==> config.mk <==
export PLATFORM = sky130hd
export DESIGN_NAME = timer_mode_controller
export DESIGN_NICKNAME = d
export VERILOG_FILES = /design/src/rtl/timer_mode_controller.sv
export SDC_FILE = /design/constraint.sdc
export NUM_CORES = 1
export LEC_CHECK = 0
export ABC_AREA = 1
export CORE_MARGIN = 2
export CORE_UTILIZATION = 35
export CTS_BUF_LIST = sky130_fd_sc_hd__clkbuf_4
export DETAILED_ROUTE_END_ITERATION = 6
export PLACE_DENSITY_LB_ADDON = 0.15
export RECOVER_POWER = 100
export SLEW_MARGIN = 30
export SYNTH_ARGS = -nofsm -noshare
export SYNTH_HDL_FRONTEND = slang
export SYNTH_HIERARCHICAL = 1
export SYNTH_SLANG_ARGS = --single-unit
==> constraint.sdc <==
create_clock -name clk_i -period 1.8 [get_ports clk_i]
set_input_delay 0.18 -clock clk_i [delete_from_list [all_inputs] [get_ports clk_i]]
set_output_delay 0.18 -clock clk_i [all_outputs]
set_load 0.005 [all_outputs]
==> src/rtl/timer_mode_controller.sv <==
// Mode/run controller for the two-digit-pair up-counter timer datapath.
// Buttons are synchronised and edge-detected here; end values, run enable and alarm are registered.

module tmc_btn_sync #(
  parameter int unsigned STAGES = 2
) (
  input  logic clk_i,
  input  logic rst_i,
  input  logic btn_i,
  output logic press_o
);

  logic [STAGES-1:0] sync_q;
  logic              prev_q;

  // Synchroniser chain plus the delayed copy used for rising-edge detection
  always_ff @(posedge clk_i or posedge rst_i) begin
    if (rst_i) begin
      sync_q <= {STAGES{1'b0}};
      prev_q <= 1'b0;
    end else begin
      sync_q <= {sync_q[STAGES-2:0], btn_i};
      prev_q <= sync_q[STAGES-1];
    end
  end

  assign press_o = sync_q[STAGES-1] & ~prev_q;

endmodule

module timer_mode_controller #(
  parameter int unsigned LSB_MAX      = 99,
  parameter int unsigned MSB_MAX      = 99,
  parameter int unsigned ALARM_CYCLES = 200,
  parameter int unsigned SYNC_STAGES  = 2
) (
  input  logic       clk_i,
  input  logic       rst_i,
  input  logic       mode_i,
  input  logic       start_btn_i,
  input  logic       clear_btn_i,
  input  logic [7:0] preset_msb_i,
  input  logic [7:0] preset_lsb_i,
  input  logic [7:0] msb_val_i,
  input  logic [7:0] lsb_val_i,
  output logic       start_stop_o,
  output logic       core_rst_n_o,
  output logic [7:0] msb_loadval_o,
  output logic [7:0] lsb_loadval_o,
  output logic [7:0] msb_resetval_o,
  output logic [7:0] lsb_resetval_o,
  output logic [7:0] msb_end_o,
  output logic [7:0] lsb_end_o,
  output logic       lsb_overflow_o,
  output logic       done_o,
  output logic       alarm_o,
  output logic [2:0] state_o
);

  localparam int unsigned SYNC_N = (SYNC_STAGES < 2) ? 2 : SYNC_STAGES;
  localparam int unsigned ACNT_W = (ALARM_CYCLES < 1) ? 1 : $clog2(ALARM_CYCLES + 1);

  localparam logic [7:0]        LSB_MAX_C = 8'(LSB_MAX);
  localparam logic [7:0]        MSB_MAX_C = 8'(MSB_MAX);
  localparam logic [ACNT_W-1:0] ALARM_C   = ACNT_W'(ALARM_CYCLES);
  localparam logic [ACNT_W-1:0] ACNT_ONE  = ACNT_W'(1);

  localparam logic [2:0] S_IDLE    = 3'd0;
  localparam logic [2:0] S_RUNNING = 3'd1;
  localparam logic [2:0] S_PAUSED  = 3'd2;
  localparam logic [2:0] S_DONE    = 3'd3;

  logic              start_press;
  logic              clear_press;
  logic              at_end;
  logic              end_zero;

  logic [2:0]        state_q, state_d;
  logic              start_stop_q, start_stop_d;
  logic              core_rst_n_q, core_rst_n_d;
  logic              done_q, done_d;
  logic              alarm_q, alarm_d;
  logic [ACNT_W-1:0] alarm_cnt_q, alarm_cnt_d;
  logic [7:0]        msb_end_q, msb_end_d;
  logic [7:0]        lsb_end_q, lsb_end_d;

  tmc_btn_sync #(.STAGES(SYNC_N)) u_start_sync (
    .clk_i   (clk_i),
    .rst_i   (rst_i),
    .btn_i   (start_btn_i),
    .press_o (start_press)
  );

  tmc_btn_sync #(.STAGES(SYNC_N)) u_clear_sync (
    .clk_i   (clk_i),
    .rst_i   (rst_i),
    .btn_i   (clear_btn_i),
    .press_o (clear_press)
  );

  assign at_end   = (msb_val_i == msb_end_q) && (lsb_val_i == lsb_end_q);
  assign end_zero = (msb_end_q == 8'd0) && (lsb_end_q == 8'd0);

  // End-value selection: tracks mode/preset only while idle, frozen otherwise
  always_comb begin
    msb_end_d = msb_end_q;
    lsb_end_d = lsb_end_q;
    if (state_q == S_IDLE) begin
      if (mode_i) begin
        msb_end_d = preset_msb_i;
        lsb_end_d = (preset_lsb_i > LSB_MAX_C) ? LSB_MAX_C : preset_lsb_i;
      end else begin
        msb_end_d = MSB_MAX_C;
        lsb_end_d = LSB_MAX_C;
      end
    end else begin
      msb_end_d = msb_end_q;
      lsb_end_d = lsb_end_q;
    end
  end

  // Run-state sequencing; clear overrides everything, end detection beats pause
  always_comb begin
    state_d      = state_q;
    start_stop_d = start_stop_q;
    alarm_cnt_d  = alarm_cnt_q;
    if (clear_press) begin
      state_d      = S_IDLE;
      start_stop_d = 1'b0;
      alarm_cnt_d  = {ACNT_W{1'b0}};
    end else begin
      case (state_q)
        S_IDLE: begin
          start_stop_d = 1'b0;
          alarm_cnt_d  = {ACNT_W{1'b0}};
          if (start_press) begin
            if (end_zero) begin
              state_d = S_DONE;
            end else begin
              state_d      = S_RUNNING;
              start_stop_d = 1'b1;
            end
          end else begin
            state_d = S_IDLE;
          end
        end
        S_RUNNING: begin
          if (at_end) begin
            state_d      = S_DONE;
            start_stop_d = 1'b0;
            alarm_cnt_d  = {ACNT_W{1'b0}};
          end else if (start_press) begin
            state_d      = S_PAUSED;
            start_stop_d = 1'b0;
          end else begin
            state_d      = S_RUNNING;
            start_stop_d = 1'b1;
          end
        end
        S_PAUSED: begin
          if (start_press) begin
            state_d      = S_RUNNING;
            start_stop_d = 1'b1;
          end else begin
            state_d      = S_PAUSED;
            start_stop_d = 1'b0;
          end
        end
        S_DONE: begin
          state_d      = S_DONE;
          start_stop_d = 1'b0;
          // Counts DONE cycles elapsed since entry, saturating at the alarm length
          if (alarm_cnt_q < ALARM_C) begin
            alarm_cnt_d = alarm_cnt_q + ACNT_ONE;
          end else begin
            alarm_cnt_d = alarm_cnt_q;
          end
        end
        default: begin
          state_d      = S_IDLE;
          start_stop_d = 1'b0;
          alarm_cnt_d  = {ACNT_W{1'b0}};
        end
      endcase
    end
  end

  // Derived registered flags
  always_comb begin
    done_d       = (state_d == S_DONE);
    alarm_d      = (state_d == S_DONE) && (alarm_cnt_d < ALARM_C);
    core_rst_n_d = ~clear_press;
  end

  // Controller state registers
  always_ff @(posedge clk_i or posedge rst_i) begin
    if (rst_i) begin
      state_q      <= S_IDLE;
      start_stop_q <= 1'b0;
      core_rst_n_q <= 1'b0;
      done_q       <= 1'b0;
      alarm_q      <= 1'b0;
      alarm_cnt_q  <= {ACNT_W{1'b0}};
      msb_end_q    <= MSB_MAX_C;
      lsb_end_q    <= LSB_MAX_C;
    end else begin
      state_q      <= state_d;
      start_stop_q <= start_stop_d;
      core_rst_n_q <= core_rst_n_d;
      done_q       <= done_d;
      alarm_q      <= alarm_d;
      alarm_cnt_q  <= alarm_cnt_d;
      msb_end_q    <= msb_end_d;
      lsb_end_q    <= lsb_end_d;
    end
  end

  // Combinational so the LSB reload and MSB increment land on the same edge
  assign lsb_overflow_o = start_stop_q && (lsb_val_i == LSB_MAX_C) && !at_end;

  assign start_stop_o   = start_stop_q;
  assign core_rst_n_o   = core_rst_n_q;
  assign done_o         = done_q;
  assign alarm_o        = alarm_q;
  assign state_o        = state_q;
  assign msb_end_o      = msb_end_q;
  assign lsb_end_o      = lsb_end_q;
  assign msb_loadval_o  = 8'd0;
  assign lsb_loadval_o  = 8'd0;
  assign msb_resetval_o = 8'd0;
  assign lsb_resetval_o = 8'd0;

endmodule

# ---- After elaboration in Yosys (flattened, before gate mapping)
# Index checks and enable logic that the tools add are counted.
dict set report totals {
  ff_bits 37
  inputBits 37
  out_inout_bits 56
}
dict set report classes {
  addsub 1
  order_cmp 3
  n_eq_ne 7
  muxes 21
  n_bitwise 5
  n_reduce_logical 9
}
# op count
set op_table {}
lappend op_table {{8-bit two-way mux} 6}
lappend op_table {{8-bit one-hot mux with 3 select lines} 1}
lappend op_table {{8-bit == test} 2}
lappend op_table {{8-bit logical NOT} 2}
lappend op_table {{8-bit less-than comparator (second input constant)} 2}
lappend op_table {{3-bit one-hot mux with 4 select lines} 1}
lappend op_table {{3-bit by 2-bit == test with 1-bit output (second input constant)} 3}
lappend op_table {{8-bit by 1-bit adder with 8-bit output (second input constant)} 1}
lappend op_table {{8-bit by 7-bit == test with 1-bit output (second input constant)} 1}
lappend op_table {{8-bit by 7-bit greater-than comparator with 1-bit output (second input constant)} 1}
lappend op_table {{2-bit two-way mux} 4}
lappend op_table {{1-bit two-way mux} 6}
lappend op_table {{3-bit two-way mux} 2}
lappend op_table {{1-bit logical AND} 5}
lappend op_table {{3-bit by 1-bit == test with 1-bit output (second input constant)} 1}
lappend op_table {{3-bit logical NOT} 1}
lappend op_table {{1-bit inverter} 3}
lappend op_table {{1-bit one-hot mux with 3 select lines} 1}
lappend op_table {{1-bit bitwise AND} 2}
lappend op_table {{1-bit logical NOT} 1}

# ---- Logic depth before layout (Yosys ltp)
dict set report logic_depth {
  depth_word 8
  ltp_mapped 12
  ltp_nobuf 12
}

# ---- Modules after synthesis
# The synthesis kept the hierarchy.
# module instances cells_each area_each_um2 seq_area_each_um2
set by_module_without_submodules {}
lappend by_module_without_submodules {timer_mode_controller 1 306 2108.3 760.7}
lappend by_module_without_submodules {tmc_btn_sync 2 6 88.8 75.1}

# ---- Worst setup path before layout
# OpenSTA, ideal clock, no wires.
dict set report synth_path {
  kind {reg-to-reg}
  start {register lsb_end_q[1] (netlist: lsb_end_o[1])}
  end {register alarm_q (netlist: alarm_o)}
  setup_time_ps 73
  t_arrival_ps 1401
  t_required_ps 1727
  slack_ps 326
  path_stages_with_launch 13
  period_less_slack_ps 1474
  path_cell_list {dfstp_2 inv_1 nand2_1 nand2_1 nor2_2 nand2_2 nor2_4 nand2_4 nand3_1 nand2_1 nand2_1 nand3_2 a21oi_2}
}
dict set report synth_via {
  elab_chain_cells 8
}
# item line_no
set synth_rtl {}
lappend synth_rtl {{start: declaration} 85} ;# logic [7:0] lsb_end_q, lsb_end_d;
lappend synth_rtl {{start signal: assignment} 214} ;# lsb_end_q <= lsb_end_d;
lappend synth_rtl {{branches (longest 7 deep; another with 8-bit less-than comparator)} -}
lappend synth_rtl {{1-bit logical AND (*)} 191} ;# alarm_d = (state_d == S_DONE) && (alarm_cnt_d < ALARM_C);
lappend synth_rtl {{via alarm_d} 82} ;# logic alarm_q, alarm_d;
lappend synth_rtl {{end signal: assignment} 211} ;# alarm_q <= alarm_d;
lappend synth_rtl {{end: declaration} 82}
# Mark *: on every way through the listed nets, which the timed path passes.
# A chain may end at the register's enable or synchronous reset.

# ---- Worst setup path in the final report
dict set report layout_path {
  start {register msb_end_q[6] (netlist: msb_end_o[6])}
  end {output port lsb_overflow_o}
}
dict set report layout_via {
  elab_chain_cells 4
}
# item line_no
set layout_rtl {}
lappend layout_rtl {{start: declaration} 84} ;# logic [7:0] msb_end_q, msb_end_d;
lappend layout_rtl {{start signal: assignment} 213} ;# msb_end_q <= msb_end_d;
lappend layout_rtl {{8-bit == test} 101} ;# assign at_end = (msb_val_i == msb_end_q) && (lsb_val_i == lsb_end_q);
lappend layout_rtl {{1-bit logical AND} 101}
lappend layout_rtl {{1-bit logical NOT} 219} ;# assign lsb_overflow_o = start_stop_q && (lsb_val_i == LSB_MAX_C) && !at_end;
lappend layout_rtl {{1-bit logical AND} 219}
lappend layout_rtl {{end: declaration} 54} ;# output logic lsb_overflow_o,
# Every way passes these cells.

==> flow_summary_export.csv <==
group,metric,value,unit
synthesis,syn-mean-instance-area,7.19,sq um
clock_tree,clk_latency,0.35,ns
worst_setup_path,cpLargestDelayFamily,"flip-flops",
synthesis,ys.flop_type,"dfrtp_1",
floorplan,core,6350,sq um
power_and_ir_drop,p_comb_share,30.4,%
worst_setup_path,cp_slowest_stage_delay,0.57,ns
floorplan,dieArea,7190,sq um
worst_setup_path,cp_cell_sequence,"inv_2 -> nand2_2 -> nand2_2 -> nor2_4 -> nand2_2 -> nor2_4 -> nand2_4 -> inv_2 -> nor3_2 -> buf_2",
timing,fin_ws,-0.0434,ns
power_and_ir_drop,vdd_drop_max,0.000390,V
synthesis,yosys.cell_types.count,30,
synthesis,ys_seq_area_share,39.8,%
worst_setup_path,crit_buf_inv,3,
power_and_ir_drop,p_int,1.52,mW
final_layout,postLayoutCellArea,3160,sq um
timing,hold_violations,0,
route,drtAntennaViolNets,0,
placement,placed_area,3020,sq um
synthesis,yosysTopAreaCellShare,30.7,%
final_layout,drive_gt1_share,19.6,%
timing,setup_viol,1,
route,firstDrtPassIters,4,
clock_tree,clk_path_buf_depth,2,
synthesis,netlist_instances,318,
route,wl_met2,2.85,mm
worst_setup_path,worstSetupPathType,"reg2out",
timing,fmax,542,MHz
timing,min_period,1.84,ns
floorplan,core.rowCount,29,
grt,grt_start_max_net_pins,31,
synthesis,synth-edff-count,0,
placement,dpl.hpwl,4.39,mm
placement,dp_slack,-0.162,ns
clock_tree,numCtsBuffers,5,
route,avgViaCountPerCell,4.39,
timing,worst_slew_pin_slew,0.758,ns
placement,gp_congestion,0.885,
route,remaining_drc_errors,0,
timing,drv_slew,0,
route,dr.max_layer_used,"met4",
final_layout,num_antenna_cells,0,
floorplan,die_height,84.8,um
clock_tree,cts_max_level,2,
timing,holdWs,0.153,ns
clock_tree,clk_pin_slew,0.12,ns
synthesis,synth_warnings,6,
route,routed_wl,5.67,mm
worst_setup_path,endpoint_kind,"output pin",
worst_setup_path,rrSetupSlack,0.05,ns
worst_setup_path,reg2regPathDepth,13,
power_and_ir_drop,clkPwrFrac,26.2,%
grt,grt_pass1_wl,9.32,mm
worst_setup_path,crit_top_cell,"nand2_2",
grt,grt_pass1_vias,2056,
route,drtIter0Drc,95,
worst_setup_path,arrival,1.66,ns
floorplan,pin_count,93,
outcome,status,"finished, violations left",
timing,finalClockSkew,0.0163,ns
clock_tree,cts_sinks,36,
synthesis,synthTopCellsByArea,"dfrtp_1, nand2_1, buf_4, inv_1, dfstp_2",
worst_setup_path,critPathLaunchType,"register",
floorplan,initial_core_util,36.0,%
worst_setup_path,cp-startpoint,"msb_end_o[6]",
synthesis,syn_area,2290,sq um
worst_setup_path,required,1.62,ns
placement,io_buffers,59,
synthesis,synth_seq_cells,36,
power_and_ir_drop,power_switching,0.679,mW
power_and_ir_drop,p_leak,1.70,nW
final_layout,fin_cells,486,
power_and_ir_drop,p_per_area,695,nW/um^2
grt,grt_overflow,0,
worst_setup_path,rr_endpoint,"alarm_o",
outcome,violations,"setup timing",
synthesis,synth_area_leader_cell,"dfrtp_1",
final_layout,syn2layout_area_growth,38.2,%
worst_setup_path,rr_startpoint,"msb_end_o[6]",
synthesis,synth_common_cells,"nand2_1, inv_1, buf_4",
route,vias,2133,
timing,finalCritPeriodShare,102,%
grt,antenna_found_initial,0,
final_layout,fillCellCount,617,
timing,rsz0062_at_grt,"true",
grt,grt_usage,16.1,%
worst_setup_path,crit_fanout,3,
power_and_ir_drop,p_seq_share,43.4,%
route,wl_met1,2.47,mm
route,wl_per_cell,11.7,um
synthesis,yosysMostFrequentCell,"nand2_1",
timing,slew_headroom,49.5,%
route,wl_met3,277,um
worst_hold_path,hp-class,"in2async",
power_and_ir_drop,swShare,30.9,%
run,maxCapViolCount,0,
placement,dp.cells,476,
floorplan,die_w,84.8,um
worst_setup_path,crit_slowest_cell,"dfstp_2",
clock_tree,cts_root_buf,"clkbuf_4",
synthesis,synthArstFlopShare,100,%
final_layout,nNetsFinal,446,
clock_tree,cts_tree,"built",
[how the worst max path moves through the flow]
stage                     slack [ns]  cells after the start             end
after global placement         -0.17                     11  lsb_overflow_o
after CTS                      -0.06                     10  lsb_overflow_o
final                          -0.04                     10  lsb_overflow_o
after detailed placement       -0.16                      5  lsb_overflow_o
after global routing           -0.15                     10  lsb_overflow_o
after floorplan                 0.33                     12         alarm_o
[metrics by stage]
stage / util [%] / setup TNS (ns) / total power, mW
after global routing: 49.7 / -0.377 / 2.34
after detailed placement: 47.6 / -0.853 / 1.61
after floorplan: - / 0 / 1.30
after global placement: 47.6 / -0.912 / 1.61
after CTS: 49.0 / -0.0557 / 2.21
final: 49.7 / -0.0434 / 2.19
[flip-flops by register name, indices dropped and copies added (netlist names)]
register             cells
u_clear_sync/sync_q      2
alarm_cnt_q              8
done_o                   1
u_clear_sync/prev_q      1
msb_end_o                8
u_start_sync/prev_q      1
core_rst_n_o             1
alarm_o                  1
u_start_sync/sync_q      2
start_stop_o             1
lsb_end_o                8
state_o                  2
[metal layers]
layer / vias up / track usage (%)
li1: 1093 / -
met1: 965 / 20.2
met2: 69 / 28.6
met3: 6 / 2.63
met4: 0 / 4.91
met5: - / 0
[cells in the final DEF, fill, tap and decap left out, types with 6 or more instances in the layout]
cell and count:
a21oi_1 9, buf_4 25, clkdlybuf4s50_1 43, conb_1 33, dfrtp_1 28, dfstp_2 8, dlygate4sd3_1 15, inv_1 56
inv_2 6, nand2_1 76, nand2_2 10, nand3_1 23, nor2_1 21, o21ai_0 7
[logic make-up (layout without fill, tap and decap cells)]
logic type / Yosys count / after routing / synth area share (%)
AO/OA/AOI/OAI: 29 / 29 / 7.44
adder cells (fa/ha/maj): 1 / 1 / 0.547
buffers and inverters: 99 / 158 / 21.9
flip-flops: 36 / 36 / 39.8
other: 1 / 33 / 0.164
AND/OR/NAND/NOR: 152 / 152 / 30.0
[power by group through the flow]
stage	logic, mW	registers (mW)	clock network (mW)
6_report	0.667	0.953	0.575
5_1_grt	0.749	0.963	0.624
3_3_place_gp	0.645	0.967	0
3_5_place_dp	0.646	0.969	0
2_1_floorplan	0.330	0.966	0
4_1_cts	0.662	0.955	0.596
[layout make-up]
cell class | count | area [sq um] | share of cell area [%]
clock inverter | 3 | 42.5 | 1.35
multi-input combinational | 215 | 1040 | 33.1
sequential | 36 | 911 | 28.8
timing repair buffer | 86 | 783 | 24.8
clock buffer | 5 | 37.5 | 1.19
inverter | 64 | 243 | 7.69
tap | 77 | 96.3 | 3.05
[timing repair]
action                                 4_1_cts  5_1_grt
setup endpoints to repair                    3        9
setup buffers                                1        1
pin swaps                                    7        7
resized for setup                            9       15
endpoints found under the hold margin        0        0
hold buffers                                 0        0
No activity file was read; power rests on OpenSTA's default activity.
